## src/rtl/dmem_access_unit.sv

```systemverilog
// Load/store access unit between execute and the 32x16 data memory.
// Sequences the level-sensitive mem_read control so each store yields exactly one clean write pulse.
module dmem_access_unit #(
    parameter int ADDR_W = 5,
    parameter int DATA_W = 16,
    parameter int REG_W  = 3
) (
    input  logic              clk,
    input  logic              reset_n,
    input  logic              req_valid,
    output logic              req_ready,
    input  logic              req_store,
    input  logic [DATA_W-1:0] req_base,
    input  logic [ADDR_W-1:0] req_off,
    input  logic [DATA_W-1:0] req_wdata,
    input  logic [REG_W-1:0]  req_rd,
    output logic              rsp_valid,
    input  logic              rsp_ready,
    output logic [DATA_W-1:0] rsp_data,
    output logic [REG_W-1:0]  rsp_rd,
    output logic              rsp_store,
    output logic              rsp_err,
    output logic [ADDR_W-1:0] mem_addr,
    output logic [DATA_W-1:0] mem_wdata,
    output logic              mem_read,
    input  logic [DATA_W-1:0] mem_rdata
);

    typedef enum logic [2:0] {
        IDLE,
        LD,
        ST_SETUP,
        ST_WRITE,
        ST_HOLD,
        RESP
    } state_t;

    state_t            state;
    state_t            state_nx;
    logic [DATA_W-1:0] ea;
    logic              addr_err;

    // Offset is sign-extended and the sum wraps at the full data width.
    always_comb begin
        ea       = req_base + {{(DATA_W-ADDR_W){req_off[ADDR_W-1]}}, req_off};
        addr_err = |ea[DATA_W-1:ADDR_W];
    end

    always_ff @(posedge clk or negedge reset_n) begin
        if (!reset_n) begin
            state <= IDLE;
        end else begin
            state <= state_nx;
        end
    end

    always_comb begin
        state_nx  = state;
        req_ready = 1'b0;
        rsp_valid = 1'b0;
        case (state)
            IDLE: begin
                req_ready = 1'b1;
                if (req_valid) begin
                    if (addr_err) begin
                        state_nx = RESP;
                    end else if (req_store) begin
                        state_nx = ST_SETUP;
                    end else begin
                        state_nx = LD;
                    end
                end
            end
            LD:       state_nx = RESP;
            ST_SETUP: state_nx = ST_WRITE;
            ST_WRITE: state_nx = ST_HOLD;
            ST_HOLD:  state_nx = RESP;
            RESP: begin
                rsp_valid = 1'b1;
                if (rsp_ready) begin
                    state_nx = IDLE;
                end
            end
            default:  state_nx = IDLE;
        endcase
    end

    // mem_read is registered from the next state so it is low exactly while in ST_WRITE;
    // address/data only load on leaving IDLE, never on a mem_read edge.
    always_ff @(posedge clk or negedge reset_n) begin
        if (!reset_n) begin
            mem_read  <= 1'b1;
            mem_addr  <= '0;
            mem_wdata <= '0;
            rsp_data  <= '0;
            rsp_rd    <= '0;
            rsp_store <= 1'b0;
            rsp_err   <= 1'b0;
        end else begin
            mem_read <= (state_nx != ST_WRITE);
            case (state)
                IDLE: begin
                    if (req_valid) begin
                        rsp_rd    <= req_rd;
                        rsp_store <= req_store;
                        rsp_err   <= addr_err;
                        if (addr_err) begin
                            rsp_data <= '0;
                        end else begin
                            mem_addr <= ea[ADDR_W-1:0];
                            if (req_store) begin
                                mem_wdata <= req_wdata;
                            end
                        end
                    end
                end
                LD:      rsp_data <= mem_rdata;
                ST_HOLD: rsp_data <= mem_wdata;
                default: ;
            endcase
        end
    end

endmodule

```

## config.mk

```make
export PLATFORM = sky130hd
export DESIGN_NAME = dmem_access_unit
export DESIGN_NICKNAME = d
export VERILOG_FILES = /design/src/rtl/dmem_access_unit.sv
export SDC_FILE = /design/constraint.sdc
export NUM_CORES = 1
export LEC_CHECK = 0
export CAP_MARGIN = 25
export CORE_ASPECT_RATIO = 0.75
export CORE_MARGIN = 2
export CORE_UTILIZATION = 30
export CTS_CLUSTER_SIZE = 8
export DETAILED_ROUTE_END_ITERATION = 6
export SETUP_SLACK_MARGIN = 0.1
export SYNTH_ARGS = -nofsm -noshare
export SYNTH_HDL_FRONTEND = slang
export SYNTH_SLANG_ARGS = --single-unit
export TNS_END_PERCENT = 5
```

## constraint.sdc

```tcl
create_clock -name clk -period 2.8 [get_ports clk]
set_input_delay 0.42 -clock clk [delete_from_list [all_inputs] [get_ports clk]]
set_output_delay 0.42 -clock clk [all_outputs]
set_load 0.02 [all_outputs]
```

==> impl_summary.md <==
Cells and area
The multi-input gate area in the final layout is 0.00185 mm^2. The area growth from synthesis to layout is 66.8%. The number of antenna diodes in the final layout is 0.

For this run, the share of the core covered by cells in the final layout is 50.9%. In the final design database the tool counted 528 nets. The fraction of final layout cells with drive strength greater than 1 is 25.7%. The number of fill cells in the layout is 890. After routing the design area is 0.00488 mm^2. The count of cells in the finished layout, fillers not included, comes to 583.

The most common library cell in the layout ignoring fill and taps is clkdlybuf4s50_1. In the final layout, flip-flops and latches occupy 0.00115 mm^2. In the layout the commonest cells are clkdlybuf4s50_1, buf_4, dfrtp_1.

CTS
TritonCTS built the clock tree. CTS placed an instance of clkbuf_16 at the clock tree root. The clock passes through at most 2 buffers. The number of CTS-inserted buffers is 5. The H-tree depth reported by CTS is 2. The register clock-pin slew on the reported worst setup and hold paths is 60 ps. The clock net in this run drives a total of 46 sinks. At the later pin of the worst-skew pair, clock insertion delay measures 290 ps.

Setup path
The critical path in this run is classified as primary input to register. The dominant delay contributor by cell family on the critical path is simple AND/OR/NAND/NOR gates. The signal on the critical path passes through buf_6 -> ha_4 -> fa_2 -> a21o_1 -> a221oi_4 -> buf_4 -> o22ai_1 -> or4_4 -> nor4_4 -> buf_4 -> buf_6 -> buf_12 -> mux2_4.

The type of element launching the critical path is a primary input. The worst-path cell with the longest stage delay is or4_4. The maximum net fanout on the critical path is 5.

The worst stage delay on the critical path is 540 ps. The worst path arrival time is 3320 ps. The worst setup path is captured at a register. Counting both buffers and inverters, the worst setup path holds a total of 5. STA puts the critical path data required time at 2970 ps.

Placement
In this run the tool buffered the top-level ports with 105 buffer cells. The HPWL reported at the end of detailed placement is 6.66 mm. The placed instances occupy a cell area of 0.00447 mm^2. The last weighted congestion value of the routability-driven placer is 0.885. Counting tap cells, the placed design contains a total of 562 instances.

Floorplan
The floorplan step set the die width to 118 um. The floorplan step defined a die boundary enclosing 0.0106 mm^2. In this run the count of I/O pins placed on the die edge is 106.

For this configuration, the core starts out at a cell density of 30.5%. The die is 89.5 um tall. The area inside the core boundary is 0.00958 mm^2. In this run the core area contains 31 standard-cell rows.

Detailed routing
In the routed design, unresolved DRC markers number 0. The number of nets with antenna violations after detailed routing is 0. After detailed routing, the total wire length is 9.02 mm.

Using the TritonRoute via totals, the vias-per-cell ratio works out to 5.01. The number of vias in the routed layout is 2918. The first-pass iteration count of the detailed router is 4. The average routed wire per standard cell is 15.5 um.

The detailed router finished its first iteration with 150 violations.

STA
The worst pin sits at a relative slew slack of 62.9%. The number of failing hold endpoints at the final stage is 0. After layout, the worst setup slack is -353 ps. After layout, the minimum clock period comes to 3150 ps. The clock arrives with 9.41 ps of skew. The final number of max-transition violations was 0. The final count of negative-setup-slack endpoints is 40. Dividing the final minimum period by the clock period gives 113%.

The slew at the pin closest to its max-slew limit is 557 ps. Derived from the worst setup path, the maximum achievable clock frequency is 0.317 GHz. Setup repair after global routing could not meet its margin everywhere. The total negative setup slack is -9140 ps.

Synthesis
Among all flip-flop cells after synthesis, the most frequent one is dfrtp_1. The count of flip-flops with a built-in enable after synthesis is 0. The cell type contributing the most total cell area after synthesis is dfrtp_1. The number of synthesis warnings is 0. After synthesis the netlist holds a flip-flop and latch count of 46. The synthesized netlist cell count is 299. The number of nets handed over by synthesis was 376. Of all flip-flops after synthesis, the portion carrying an async set or reset was 100%.

The area of the mapped netlist is 0.00292 mm^2. Of the post-synthesis cell area, the dominant cell type holds 38.5%. The average instance area after synthesis is 9.78 um^2. By area the synthesized netlist is led by dfrtp_1, a21oi_1, ha_1. The count of distinct cell types in the synthesized netlist is 50. Sequential cells were found to cover 39.4% of the synthesized design area.

Power and ir drop
In this run, flip-flops and latches consume 30.8% of the power. For this design the static power due to leakage is 2.18 nW. Across the VDD grid, the largest voltage drop is 0.327 mV. The internal portion of the total power is 1.87 mW.

Net switching is 37.8% of the power. Summed over all nets, the switching power comes to 1.14 mW. The combinational cell fraction of total power is 50.3%. Per report_power, the clock group accounts for 19.0% of the total. For this design the ratio of total power to cell area is 617 mW/mm^2.

Global routing
The leftover overflow at the end of global routing is 0. Global routing consumed, over all layers together, 16.6% of the routing resources. Entering global routing, the biggest net connects 47 pins. The first global-routing pass estimated 14.2 mm of wire.

The initial antenna violation count is 0. The number of global-route vias before repair came to 2840.

Outcome
The flow ran to the end, but the final reports show violations. The checks that failed: setup timing.

Flow run
Across the run, the number of max-cap violations was 0.

Worst hold path
In this run the worst hold path is classified as primary input to register.
[power groups by stage]
stage | clock network [mW] | logic, mW | registers (mW)
2_1_floorplan | 0 | 0.641 | 1.09
3_3_place_gp | 0 | 1.44 | 0.929
3_5_place_dp | 0 | 1.47 | 0.938
4_1_cts | 0.584 | 1.50 | 0.926
5_1_grt | 0.613 | 1.63 | 0.954
6_report | 0.571 | 1.51 | 0.926
[logic make-up (layout without fill, tap and decap cells)]
group | after synthesis | after routing | synth area share [%]
adder cells (fa/ha/maj) | 16 | 16 | 7.10
multiplexers | 25 | 25 | 9.63
flip-flops | 46 | 46 | 39.4
AO/OA/AOI/OAI | 108 | 108 | 24.4
XOR/XNOR | 6 | 6 | 1.80
buffers and inverters | 19 | 171 | 2.78
AND/OR/NAND/NOR | 79 | 79 | 14.8
[cells in the mapped netlist, drive strengths merged, types with 2 or more instances]
cell type and number:
nand3 2, o211a 2, xnor2 4, a211oi 2, nor3 4, a21oi 44
dfrtp 45, o21ai 9, xor2 2, or3 3, a211o 2, nor2b 20
mux2 25, a22oi 17, a31oi 2, a31o 2, and2 3, buf 3
o22ai 2, ha 15, and4 3, and3 3, a21o 9, nand2 10
clkbuf 16, o2111ai 2, o211ai 6, nor2 25, a221oi 2
[worst register-to-register path: cells and delay by family, from the launching register on]
kind | cells | cell delay, ps
buffers and inverters | 3 | 390
DFF | 1 | 460
AOI/OAI and AO/OA | 1 | 190
muxes | 1 | 300
and+or+nand+nor | 3 | 790
[registers in the layout (all words and copies together) (netlist names)]
name,flops
mem_wdata,16
rsp_data,16
mem_addr,5
rsp_rd,3
state,3
mem_read,1
rsp_err,1
rsp_store,1
[per-stage QoR]
step                      total power [mW]  hold WS [ps]  worst slack, ps
after floorplan                       1.73           124             -581
after global placement                2.37           479             -971
after detailed placement              2.41           483            -1020
after CTS                             3.01           353             -375
after global routing                  3.19           477             -493
final                                 3.01           475             -353
[worst paths after layout]
path | startpoint | slack (ps) | endpoint | cells past startpoint
max in group asynchronous | reset_n | 1750 | mem_read | 3
worst max-delay path | req_base[0] | -350 | mem_wdata[6] | 13
worst max register to register | state[0] | 560 | mem_wdata[6] | 8
worst min register to register | mem_addr[1] | 500 | mem_addr[1] | 1
worst min-delay path | req_off[0] | 480 | mem_addr[0] | 3
min in group asynchronous | reset_n | 530 | rsp_data[13] | 2
[area by class of cell]
class,instances,share of cell area [%]
clock buffer,5,2.56
clock inverter,2,0.205
multi-input combinational,234,37.9
sequential,46,23.6
tap,132,3.39
timing repair buffer,164,32.3
[per-layer routing]
metal	GRT usage [%]	routed length [um]	vias up
li1	-	-	1425
met5	0	0	-
met1	23.9	4390	1411
met4	3.50	77	0
met3	3.25	343	12
met2	26.1	4210	70
[repair_timing]
| action | CTS | global route |
|---|---|---|
| hold endpoints to repair | 0 | 6 |
| gates resized for setup | 51 | 7 |
| hold buffers | 0 | 1 |
| buffers inserted | 8 | 2 |
| cloned | 2 | 0 |
| endpoints found under the setup margin | 41 | 41 |
| pin swaps | 16 | 13 |
Power figures use the tool's default switching activity.
